===== src/rtl/mdio_master_gen.sv =====
// MDIO management master: one Clause 22 frame (Clause 45 when MDIO_C45_EN is defined) per start pulse.
// Configurable MDC divider and preamble length; returns captured read data with data_valid.
module mdio_master_gen #(
   parameter int CLK_DIV      = 2,
   parameter int PREAMBLE_LEN = 32
) (
   input  logic        clk,
   input  logic        reset,
   input  logic        mdio_start,
   input  logic [31:0] t_data,
   input  logic        mdio_in,
   output logic        mdc,
   output logic        mdio_out,
   output logic        mdio_oe,
   output logic [15:0] rd_data,
   output logic        data_valid,
   output logic        busy,
   output logic        done,
   output logic        frame_err
);

   localparam int PW = $clog2(2 * CLK_DIV);
   localparam logic [PW-1:0] PH_LAST   = PW'(2 * CLK_DIV - 1);
   localparam logic [PW-1:0] PH_SAMPLE = PW'(CLK_DIV - 1);
   localparam logic [PW-1:0] PH_RISE   = PW'(CLK_DIV);
   localparam logic [5:0]    PRE_LAST  = 6'(PREAMBLE_LEN - 1);

   typedef enum logic [2:0] {S_IDLE, S_PRE, S_HDR, S_TA, S_DAT} state_t;

   state_t        state_q, state_d;
   logic [PW-1:0] phase_q, phase_d;
   logic [5:0]    cnt_q, cnt_d;
   logic [31:0]   frame_q, frame_d;
   logic [15:0]   shift_q, shift_d;
   logic          rd_q, rd_d;
   logic          out_q, out_d;
   logic          oe_q, oe_d;
   logic [15:0]   rd_data_q, rd_data_d;
   logic          dv_q, dv_d;
   logic          done_q, done_d;
   logic          ferr_q, ferr_d;

   logic [1:0] st, op;
   logic       c22_ok, frame_ok, frame_rd, phase_end;

   assign st     = t_data[31:30];
   assign op     = t_data[29:28];
   assign c22_ok = (st == 2'b01) && ((op == 2'b01) || (op == 2'b10));

`ifdef MDIO_C45_EN
   // Clause 45: both read-type opcodes (post-read-increment and read) use read timing
   assign frame_ok = c22_ok || (st == 2'b00);
   assign frame_rd = (st == 2'b01) ? (op == 2'b10) : op[1];
`else
   assign frame_ok = c22_ok;
   assign frame_rd = (op == 2'b10);
`endif

   assign phase_end = (phase_q == PH_LAST);

   always_comb begin
      state_d   = state_q;
      phase_d   = phase_q;
      cnt_d     = cnt_q;
      frame_d   = frame_q;
      shift_d   = shift_q;
      rd_d      = rd_q;
      out_d     = out_q;
      oe_d      = oe_q;
      rd_data_d = rd_data_q;
      dv_d      = 1'b0;
      done_d    = 1'b0;
      ferr_d    = 1'b0;

      if (state_q == S_IDLE) begin
         if (mdio_start) begin
            if (frame_ok) begin
               frame_d = t_data;
               rd_d    = frame_rd;
               phase_d = '0;
               cnt_d   = '0;
               oe_d    = 1'b1;
               if (PREAMBLE_LEN > 0) begin
                  state_d = S_PRE;
                  out_d   = 1'b1;
               end else begin
                  state_d = S_HDR;
                  out_d   = t_data[31];
               end
            end else begin
               ferr_d = 1'b1;
            end
         end
      end else begin
         phase_d = phase_end ? '0 : phase_q + 1'b1;
         // PHY data is taken on the edge that raises MDC
         if (state_q == S_DAT && rd_q && phase_q == PH_SAMPLE)
            shift_d = {shift_q[14:0], mdio_in};

         if (phase_end) begin
            cnt_d = cnt_q + 6'd1;
            case (state_q)
               S_PRE: begin
                  if (cnt_q == PRE_LAST) begin
                     state_d = S_HDR;
                     cnt_d   = '0;
                     out_d   = frame_q[31];
                  end
               end
               S_HDR: begin
                  frame_d = frame_q << 1;
                  out_d   = frame_q[30];
                  if (cnt_q == 6'd13) begin
                     state_d = S_TA;
                     cnt_d   = '0;
                     oe_d    = !rd_q;
                     out_d   = !rd_q & frame_q[30];
                  end
               end
               S_TA: begin
                  frame_d = frame_q << 1;
                  out_d   = !rd_q & frame_q[30];
                  if (cnt_q == 6'd1) begin
                     state_d = S_DAT;
                     cnt_d   = '0;
                  end
               end
               S_DAT: begin
                  if (cnt_q == 6'd15) begin
                     state_d = S_IDLE;
                     cnt_d   = '0;
                     out_d   = 1'b0;
                     oe_d    = 1'b0;
                     done_d  = 1'b1;
                     if (rd_q) begin
                        dv_d      = 1'b1;
                        rd_data_d = shift_q;
                     end
                  end else begin
                     frame_d = frame_q << 1;
                     out_d   = !rd_q & frame_q[30];
                  end
               end
               default: ;
            endcase
         end
      end
   end

   always_ff @(posedge clk or posedge reset) begin
      if (reset) begin
         state_q   <= S_IDLE;
         phase_q   <= '0;
         cnt_q     <= '0;
         frame_q   <= '0;
         shift_q   <= '0;
         rd_q      <= 1'b0;
         out_q     <= 1'b0;
         oe_q      <= 1'b0;
         rd_data_q <= '0;
         dv_q      <= 1'b0;
         done_q    <= 1'b0;
         ferr_q    <= 1'b0;
      end else begin
         state_q   <= state_d;
         phase_q   <= phase_d;
         cnt_q     <= cnt_d;
         frame_q   <= frame_d;
         shift_q   <= shift_d;
         rd_q      <= rd_d;
         out_q     <= out_d;
         oe_q      <= oe_d;
         rd_data_q <= rd_data_d;
         dv_q      <= dv_d;
         done_q    <= done_d;
         ferr_q    <= ferr_d;
      end
   end

   assign busy       = (state_q != S_IDLE);
   assign mdc        = busy && (phase_q >= PH_RISE);
   assign mdio_out   = out_q;
   assign mdio_oe    = oe_q;
   assign rd_data    = rd_data_q;
   assign data_valid = dv_q;
   assign done       = done_q;
   assign frame_err  = ferr_q;

endmodule


===== config.mk =====
export PLATFORM = sky130hd
export DESIGN_NAME = mdio_master_gen
export DESIGN_NICKNAME = d
export VERILOG_FILES = /design/src/rtl/mdio_master_gen.sv
export SDC_FILE = /design/constraint.sdc
export NUM_CORES = 1
export LEC_CHECK = 0
export BUFFER_PORTS_ARGS = -buffer_cell sky130_fd_sc_hd__buf_2
export CAP_MARGIN = 25
export CORE_UTILIZATION = 40
export CTS_BUF_LIST = sky130_fd_sc_hd__clkbuf_8
export DETAILED_ROUTE_END_ITERATION = 7
export PLACE_DENSITY_LB_ADDON = 0.08
export SYNTH_ARGS = -nofsm -noshare
export SYNTH_HDL_FRONTEND = slang
export SYNTH_SLANG_ARGS = --single-unit
export TNS_END_PERCENT = 20

===== constraint.sdc =====
create_clock -name clk -period 7.7 [get_ports clk]
set_clock_uncertainty 0.1 [all_clocks]
set_input_delay 0.77 -clock clk [delete_from_list [all_inputs] [get_ports clk]]
set_output_delay 0.77 -clock clk [all_outputs]
set_load 0.03 [all_outputs]

**Word-level counts from Yosys, hierarchy flattened**

Index checks and enable logic that the tools add are counted.

- Register bits after elaboration: 81
- Logic and storage cells: 112
- Output and inout port bits: 23

- Eq/ne operators: 20
- Bitwise operators: 2
- $lt $le $gt $ge: 1
- Reduce and logical (&&, ||, !) cells: 22
- Add/sub/neg operators: 2
- Mux-type cells: 53

Operators by type and width:

| operator | number |
|---|---|
| $mux W32 | 5 |
| $pmux W32 S2 | 1 |
| $mux W6 | 8 |
| $mux W3 | 8 |
| $pmux W6 S4 | 1 |
| $mux W1 | 23 |
| $reduce_and A5 Y1 | 3 |
| $eq A6 B4 Y1 const B | 2 |
| $ne A3 B3 Y1 const B | 4 |
| $pmux W3 S4 | 1 |
| $reduce_bool A3 Y1 | 3 |
| $mux W2 | 4 |
| $reduce_and A8 Y1 | 1 |
| $add A6 B1 Y6 const B | 1 |
| $eq A2 B1 Y1 const B | 3 |
| $eq A3 B2 Y1 const B | 2 |
| $eq A6 B1 Y1 const B | 1 |
| $eq A6 B5 Y1 const B | 1 |
| $reduce_and A3 Y1 | 2 |
| $reduce_and A6 Y1 | 1 |
| $reduce_bool A5 Y1 | 1 |
| $eq A2 B2 Y1 const B | 2 |
| $logic_and A1 B1 Y1 | 4 |
| $ne A2 B2 Y1 const B | 2 |
| other kinds (15) | 16 |

**Depth between registers and ports, before layout**

Gate-level depths: netlist of run 1.

- Depth after elaboration: 6
- Depth in mapped cells: 8

**Worst setup path before layout of run 1**

Ideal clock, no wire load.

- Path type: in2reg
- Start: in t_data[28]
- End: reg frame_q[19]
- Path slack: 5.262 ns
- Data arrival time: 2.213 ns
- Stages: 8
- Buffers on the path: 2
- Data required time: 7.475 ns
- Cell sequence: inv_1 > ha_1 > nand4bb_1 > clkbuf_1 > o22ai_1 > a22o_4 > buf_6 > mux2_4

- Cells in the longest elaborated chain, start to end: 5

RTL lines:

| element | RTL line | source |
|---|---|---|
| start, declared | 10 | `input logic [31:0] t_data,` |
| $eq A2 B1 Y1 or $eq A2 B2 Y1 (tied branches) | 48 | `assign c22_ok = (st == 2'b01) && ((op == 2'b01) \|\| (op == 2'b10));` |
| $logic_or A1 B1 Y1 * | 48 |  |
| $logic_and A1 B1 Y1 * | 48 |  |
| $ne A2 B2 Y1 (no line) * | n/a |  |
| $reduce_and A5 Y1 (no line) * | n/a |  |
| end signal, assigned | 168 | `frame_q <= frame_d;` |
| end, declared | 33 | `logic [31:0] frame_q, frame_d;` |

Every way passes the cells marked *; elsewhere a longest branch is shown, timed or not.
A chain may end at the register's enable or synchronous reset.

**Final worst setup path of run 1**

- Start: reg state_q[1]
- End: out mdc

- Cells in the longest elaborated chain, start to end: 2

RTL lines:

| element | RTL line | source |
|---|---|---|
| start, declared | 30 | `state_t state_q, state_d;` |
| start signal, assigned | 165 | `state_q <= state_d;` |
| $reduce_bool A3 Y1 | 180 | `assign busy = (state_q != S_IDLE);` |
| $logic_and A1 B1 Y1 | 181 | `assign mdc = busy && (phase_q >= PH_RISE);` |
| end, declared | 12 | `output logic mdc,` |

No other way between the ends.

==> run metrics, run 1 <==
status complete, no violations; Seq/Total Area, Yosys 49.95%; crit path launch type flip-flop; simple-gate share of the synthesized area 15.33%; port buffer count 58; ranking of synthesized cells by area dfrtp_1 50%, mux2_4 10%, mux2_2 10%; clk slew on worst S/H paths 0.09 ns; most frequent cell after synthesis nand2_1; GP Congestion 0.7927; Final WS setup 4.914 ns; Net Count, Synth 412; pwr/cell area 172.6 mW/mm^2; Core Area 0.009819 sq mm; slowest stage delay, CP 0.58 ns; CP endpoint mdc; xor and xnor area share after synthesis 0%; wire per inst 13.61 um; VDD IR max 0.09172 mV; top-area cell type share of the netlist area 49.95%; crit path max fanout 42; Synth Area per Inst 10.97 sq um; vias in the first global route 2735; most frequently used flop master after synthesis dfrtp_1; Sum Neg Setup Slack 0 ns; pre-CTS setup slack 4.717 ns; die span in x 102.7 um; WP data required 6.83 ns; max cap viols 0; Final HPWL DP 5.040 mm; cts hold-fix bufs 0; Critical Path Stages 4; Setup violations, final 0; Root Buffer clkbuf_8; initial antenna violation count 0; Antenna diodes 0; Antenna Violating Nets Remaining 0; pin count of the biggest net entering global routing 66; CP endpoint kind output pin; drt first pass iters 4; chip height 102.7 um; crit path kind reg -> out; final period demand of the worst path 2.786 ns; worst hold-check path type in -> async; post-CTS sizing 0; layout cell share with drive strength beyond 1 35.83%; Via Count 2771; Synth area leader dfrtp_1; Slowest-stage cell, CP dfrtp_1; Worst Setup SP state_q[1]$_DFFE_PP0P_; yosys synthesis warning count 0; Syn Inst Count 370; Yosys cell types 44; crit path cell chain nor3_4 > buf_4 > nor2_1 > buf_2; Fin. Hold Viols 0; Ports 59; RSZ-0062 raised after global routing false; commonest cells in the netlist 100 x nand2_1, 81 x dfrtp_1, 36 x mux2_2; Worst Reg2Reg Path Length in Cells 4; Tot Pwr 808.1 uW; Die ar. 0.01055 sq mm; nets@finish 464; Post-DP Area 0.004449 sq mm; Slew Limit Headroom 53.65%; DRT iter0 DRCs 90; Tcrit/Tclk final 36.18%; clk buf depth 2; RR Endpoint frame_q[10]$_DFFE_PP0P_; total track usage 16.11%; mux contribution to synthesized area 21.34%; clk sinks 81; largest family of logic cells by synthesized area multiplexers; adder-cell share of the synthesized area 1.850%; Worst Path Arrival 1.92 ns; Vias/cell 4.948; row count 36; fin util 47.67%; crit path buf inv count 2; drc violations 0; routed wire length 7.619 mm; area grow syn2layout 15.36%; reg2reg setup slack 5.29 ns; Worst Tran Pin Value 0.6936 ns; CTS tree built; RR Startpoint phase_q[0]$_DFFE_PP0N_; number of setup buffers added after CTS 0; GR Overflow Total 0; worst skew pair latency 0.36 ns; Mapped Area 0.004058 sq mm; kind of cell adding the most delay to the critical path buffers and inverters; final instance area 0.004681 sq mm; fin. max-slew vios 0; Compound-Gate Fraction of Synth Area 7.216%; fmax 0.3590 GHz; total CTS buffers 9; Pleak 0.002362 uW; Post-synth ARST share 100.0%; starting density of the core 41.32%; global-route wire length before repair 12.92 mm; H-tree levels 3; number of synthesized register bits 81; Post-synth EDFFs 0
[per-stage QoR]
step | hold WS (ns) | cells
final | 0.3160 | 560
after CTS | 0.3127 | 560
after global placement | 0.3822 | 543
after global routing | 0.3225 | 560
after detailed placement | 0.3885 | 544
after floorplan | 0.3750 | 370
[power by group]
| group | internal, uW | switching [uW] | total [uW] |
|---|---|---|---|
| registers | 425 | 0.292 | 426 |
| clock network | 189 | 171 | 360 |
| logic | 9.32 | 12.8 | 22.2 |
[worst register-to-register path, delay by kind of cell (launching register included)]
| kind | cells | cell delay (ns) |
|---|---|---|
| adders and majority gates | 1 | 0.41 |
| DFF | 1 | 0.42 |
| AOI/OAI and AO/OA | 1 | 0.57 |
| and+or+nand+nor | 1 | 0.39 |
| muxes | 1 | 0.42 |
[cells by family after synthesis]
logic type / count (synthesis)
compound gates: 43
buf+inv: 35
fa+ha+maj: 6
mux: 68
flops: 81
simple gates: 137
[area by class of cell]
cell class | instances | area [sq um]
Fill cell | 966 | 5139
Sequential cell | 81 | 2027
Multi-Input combinational cell | 254 | 1862
Timing Repair Buffer | 62 | 340.3
Tap cell | 133 | 166.4
Clock buffer | 9 | 123.9
Clock inverter | 7 | 107.6
Inverter | 14 | 53.80
[how the worst min path moves through the flow]
stage                                  startpoint                 endpoint  slack [ns]
after global routing                        reset  rd_data[13]$_DFFE_PP0P_        0.32
after CTS                                   reset   frame_q[6]$_DFFE_PP0P_        0.31
after floorplan           shift_q[15]$_DFFE_PP0P_  rd_data[15]$_DFFE_PP0P_        0.37
after detailed placement   rd_data[0]$_DFFE_PP0P_   rd_data[0]$_DFFE_PP0P_        0.39
final                                       reset  rd_data[13]$_DFFE_PP0P_        0.32
after global placement    rd_data[10]$_DFFE_PP0P_  rd_data[10]$_DFFE_PP0P_        0.38
[state kept, by name, indices dropped and copies added, names as in the netlist]
register and count:
shift_q 16, frame_err 1, mdio_out 1, rd_q 1
state_q 3, rd_data 16, done 1, cnt_q 6
mdio_oe 1, data_valid 1, frame_q 32, phase_q 2
[metal layers]
layer  GRT usage (%)  up-vias  part of all wire (%)
li1                -     1374                     -
met1           21.70     1341                    50
met2           25.23       50                    45
met3           4.271        6                   3.4
met4           5.275        0                   1.0
met5               0        -                     0
[placed cells by master, fill, tap and decap left out, types with 2 or more instances in the layout]
cell type,instances
a21oi_1,4
a31oi_1,3
and2_1,2
buf_2,58
buf_4,3
bufinv_16,2
clkbuf_8,9
dfrtp_1,81
ha_1,6
inv_1,13
inv_6,2
inv_8,2
mux2_2,36
mux2_4,28
mux2i_1,4
nand2_1,100
nand2b_1,2
nand3_1,5
nand3_2,2
nand4_1,2
nor2_1,11
nor3_1,2
nor3_4,2
o21ai_0,17
o311a_1,2
o311ai_0,2
o311ai_1,2
o31ai_1,5
Power figures use the tool's default switching activity.
==> run 2: changes to the inputs <==
--- a/config.mk
+++ b/config.mk
@@ -5,6 +5,7 @@
 export SDC_FILE = /design/constraint.sdc
 export NUM_CORES = 1
 export LEC_CHECK = 0
+export ABC_AREA = 1
 export BUFFER_PORTS_ARGS = -buffer_cell sky130_fd_sc_hd__buf_2
 export CAP_MARGIN = 25
 export CORE_UTILIZATION = 40
==> constraint.sdc (replaced) <==
create_clock -name clk -period 2.6 [get_ports clk]
set_clock_uncertainty 0.1 [all_clocks]
set_input_delay 0.26 -clock clk [delete_from_list [all_inputs] [get_ports clk]]
set_output_delay 0.26 -clock clk [all_outputs]
set_load 0.03 [all_outputs]
==> run 2 against run 1 <==
Compared with the run above: register-to-register slack lost 4.9 ns; first-iteration DRC count grew 2.2%; sequential share of layout area grew 0.33 points; area after synthesis shrank 1.7%; final cell count grew 17%; total power grew to 6.8 times the previous value.
==> run metrics, run 2 <==
Largest register FFs 32; row count 36; pwr/cell area 1184 mW/mm^2; cts hold-fix bufs 1; yosys synthesis warning count 0; Via Count 3155; Ports 59; Mapped Area 0.003990 sq mm; drt first pass iters 4; Post-DP Area 0.004379 sq mm; Antenna Violating Nets Remaining 0; number of setup buffers added after CTS 0; fmax 0.4496 GHz; routed wire length 8.269 mm; chip height 101.9 um; starting density of the core 41.01%; crit path buf inv count 2; Tot Pwr 5498 uW; Tcrit/Tclk final 85.55%; final instance area 0.004646 sq mm; slowest stage delay, CP 0.48 ns; crit path launch type flip-flop; Clock power frac 21.4%; Synth Area per Inst 8.637 sq um; GR Overflow Total 0; vias in the first global route 3077; GP Congestion 0.7970; area grow syn2layout 16.43%; number of synthesized register bits 81; Slowest-stage cell, CP nor2_8; max cap viols 0; fin. max-slew vios 0; Fin. Hold Viols 0; clk sinks 81; Post-synth EDFFs 0; total track usage 17.70%; ranking of synthesized cells by area dfrtp_1 51%, nand2_1 10%, o21ai_0 5.5%; H-tree levels 3; CP endpoint kind flip-flop; drc violations 0; Pleak 0.002264 uW; nets@finish 557; most frequently used flop master after synthesis dfrtp_1; WP data required 2.80 ns; leading cell type in the layout, fill and taps excluded nand2_1; fin util 47.75%; sequential group share of total power 34.2%; crit path kind reg -> reg; port buffer count 58; Sum Neg Setup Slack 0 ns; commonest cells in the netlist 108 x nand2_1, 81 x dfrtp_1, 44 x o21ai_0; top-area cell type share of the netlist area 50.80%; Die ar. 0.01038 sq mm; Synth area leader dfrtp_1; kind of cell adding the most delay to the critical path simple AND/OR/NAND/NOR gates; Placed Cells 636; Root Buffer clkbuf_8; global-route wire length before repair 14.37 mm; initial antenna violation count 0; most frequent cells in the layout 108 x nand2_1, 81 x dfrtp_1, 58 x buf_2; Worst Path Arrival 2.42 ns; cell internal pwr 3105 uW; RSZ-0062 raised after global routing false; Antenna diodes 0; clk slew on worst S/H paths 0.09 ns; Syn Inst Count 462; Seq/Total Area, Yosys 50.80%; Worst Tran Pin Value 0.7324 ns; Yosys cell types 31; Core Area 0.009729 sq mm; die span in x 101.9 um; pin count of the biggest net entering global routing 82; Slew Limit Headroom 50.99%; most frequent cell after synthesis nand2_1; crit path cell chain inv_2 > nand2_4 > nor2_8 > buf_4 > nand2_2 > nand2_4 > nor2_8 > o211ai_1 > nand2_1; Net Count, Synth 504; Gate power share 44.5%; worst skew pair latency 0.36 ns; Post-synth ARST share 100.0%; crit path max fanout 37; post-CTS sizing 0; total CTS buffers 9; clk buf depth 2; P_sw 2393 uW; layout cell share with drive strength beyond 1 24.04%; CTS tree built; VDD IR max 0.5716 mV; Setup violations, final 0; Final HPWL DP 5.456 mm; DRT iter0 DRCs 92; final non-filler cell total 653; Reg with most FFs frame_q; final period demand of the worst path 2.224 ns; status complete, no violations; net switching fraction of the power 43.52%; wire per inst 12.66 um; worst hold-check path type in -> reg; Vias/cell 4.832; # fillers 1012
-- run 2: path summary, 6_finish.rpt --
path	start	end	slack, ns	depth (start not counted)
worst max-delay path	state_q[0]$_DFFE_PP0P_	frame_q[9]$_DFFE_PP0P_	0.38	9
worst min-delay path	t_data[0]	frame_q[0]$_DFFE_PP0P_	0.02	3
worst max register to register	state_q[0]$_DFFE_PP0P_	frame_q[9]$_DFFE_PP0P_	0.38	9
worst min register to register	rd_data[15]$_DFFE_PP0P_	rd_data[15]$_DFFE_PP0P_	0.38	2
max in group asynchronous	reset	cnt_q[5]$_DFFE_PP0P_	1.64	4
min in group asynchronous	reset	frame_q[2]$_DFFE_PP0P_	0.43	4
-- run 2: final cells by class --
| class | instances | area (sq um) | area share, % |
|---|---|---|---|
| sequential | 81 | 2027 | 43.63 |
| inverter | 45 | 172.7 | 3.717 |
| multi-input combinational | 313 | 1653 | 35.58 |
| clock inverter | 7 | 132.6 | 2.855 |
| tap | 133 | 166.4 | 3.582 |
| timing repair buffer | 65 | 370.4 | 7.972 |
| clock buffer | 9 | 123.9 | 2.666 |
-- run 2: power by group through the flow --
stage / Combinational, uW / Clock [uW] / Sequential (uW)
CTS: 2490 / 1210 / 1880
finish: 2440 / 1170 / 1880
floorplan: 2080 / 0 / 1850
global placement: 2450 / 0 / 1900
detailed placement: 2490 / 0 / 1890
global route: 2800 / 1270 / 1930
-- run 2: worst min-delay path, stage by stage --
cell and delay, ns:
buf_2 0.07, nand3_1 0.06, nand2_1 0.05
-- run 2: metal layers --
layer	GRT usage, %	vias to the layer above	share of wire (%)
met5	0	-	0
li1	-	1611	-
met1	23.35	1470	49
met2	29.26	61	47
met3	3.420	13	2.9
met4	6.154	0	1.5
-- run 2: cell families (layout without fill, tap and decap cells) --
family,after synthesis,after routing,synth area share [%]
flops,81,81,50.80
buf+inv,68,126,7.777
simple gates,194,194,23.05
fa+ha+maj,6,6,1.881
compound gates,113,113,16.49
-- run 2: per-stage QoR --
step           hold slack (ns)  worst slack (ns)
5_1_grt                0.03008            0.1374
6_report               0.01836            0.3757
2_1_floorplan           0.2768            0.1599
3_5_place_dp            0.2893            0.2474
4_1_cts                0.01120            0.3433
3_3_place_gp            0.2885            0.2844
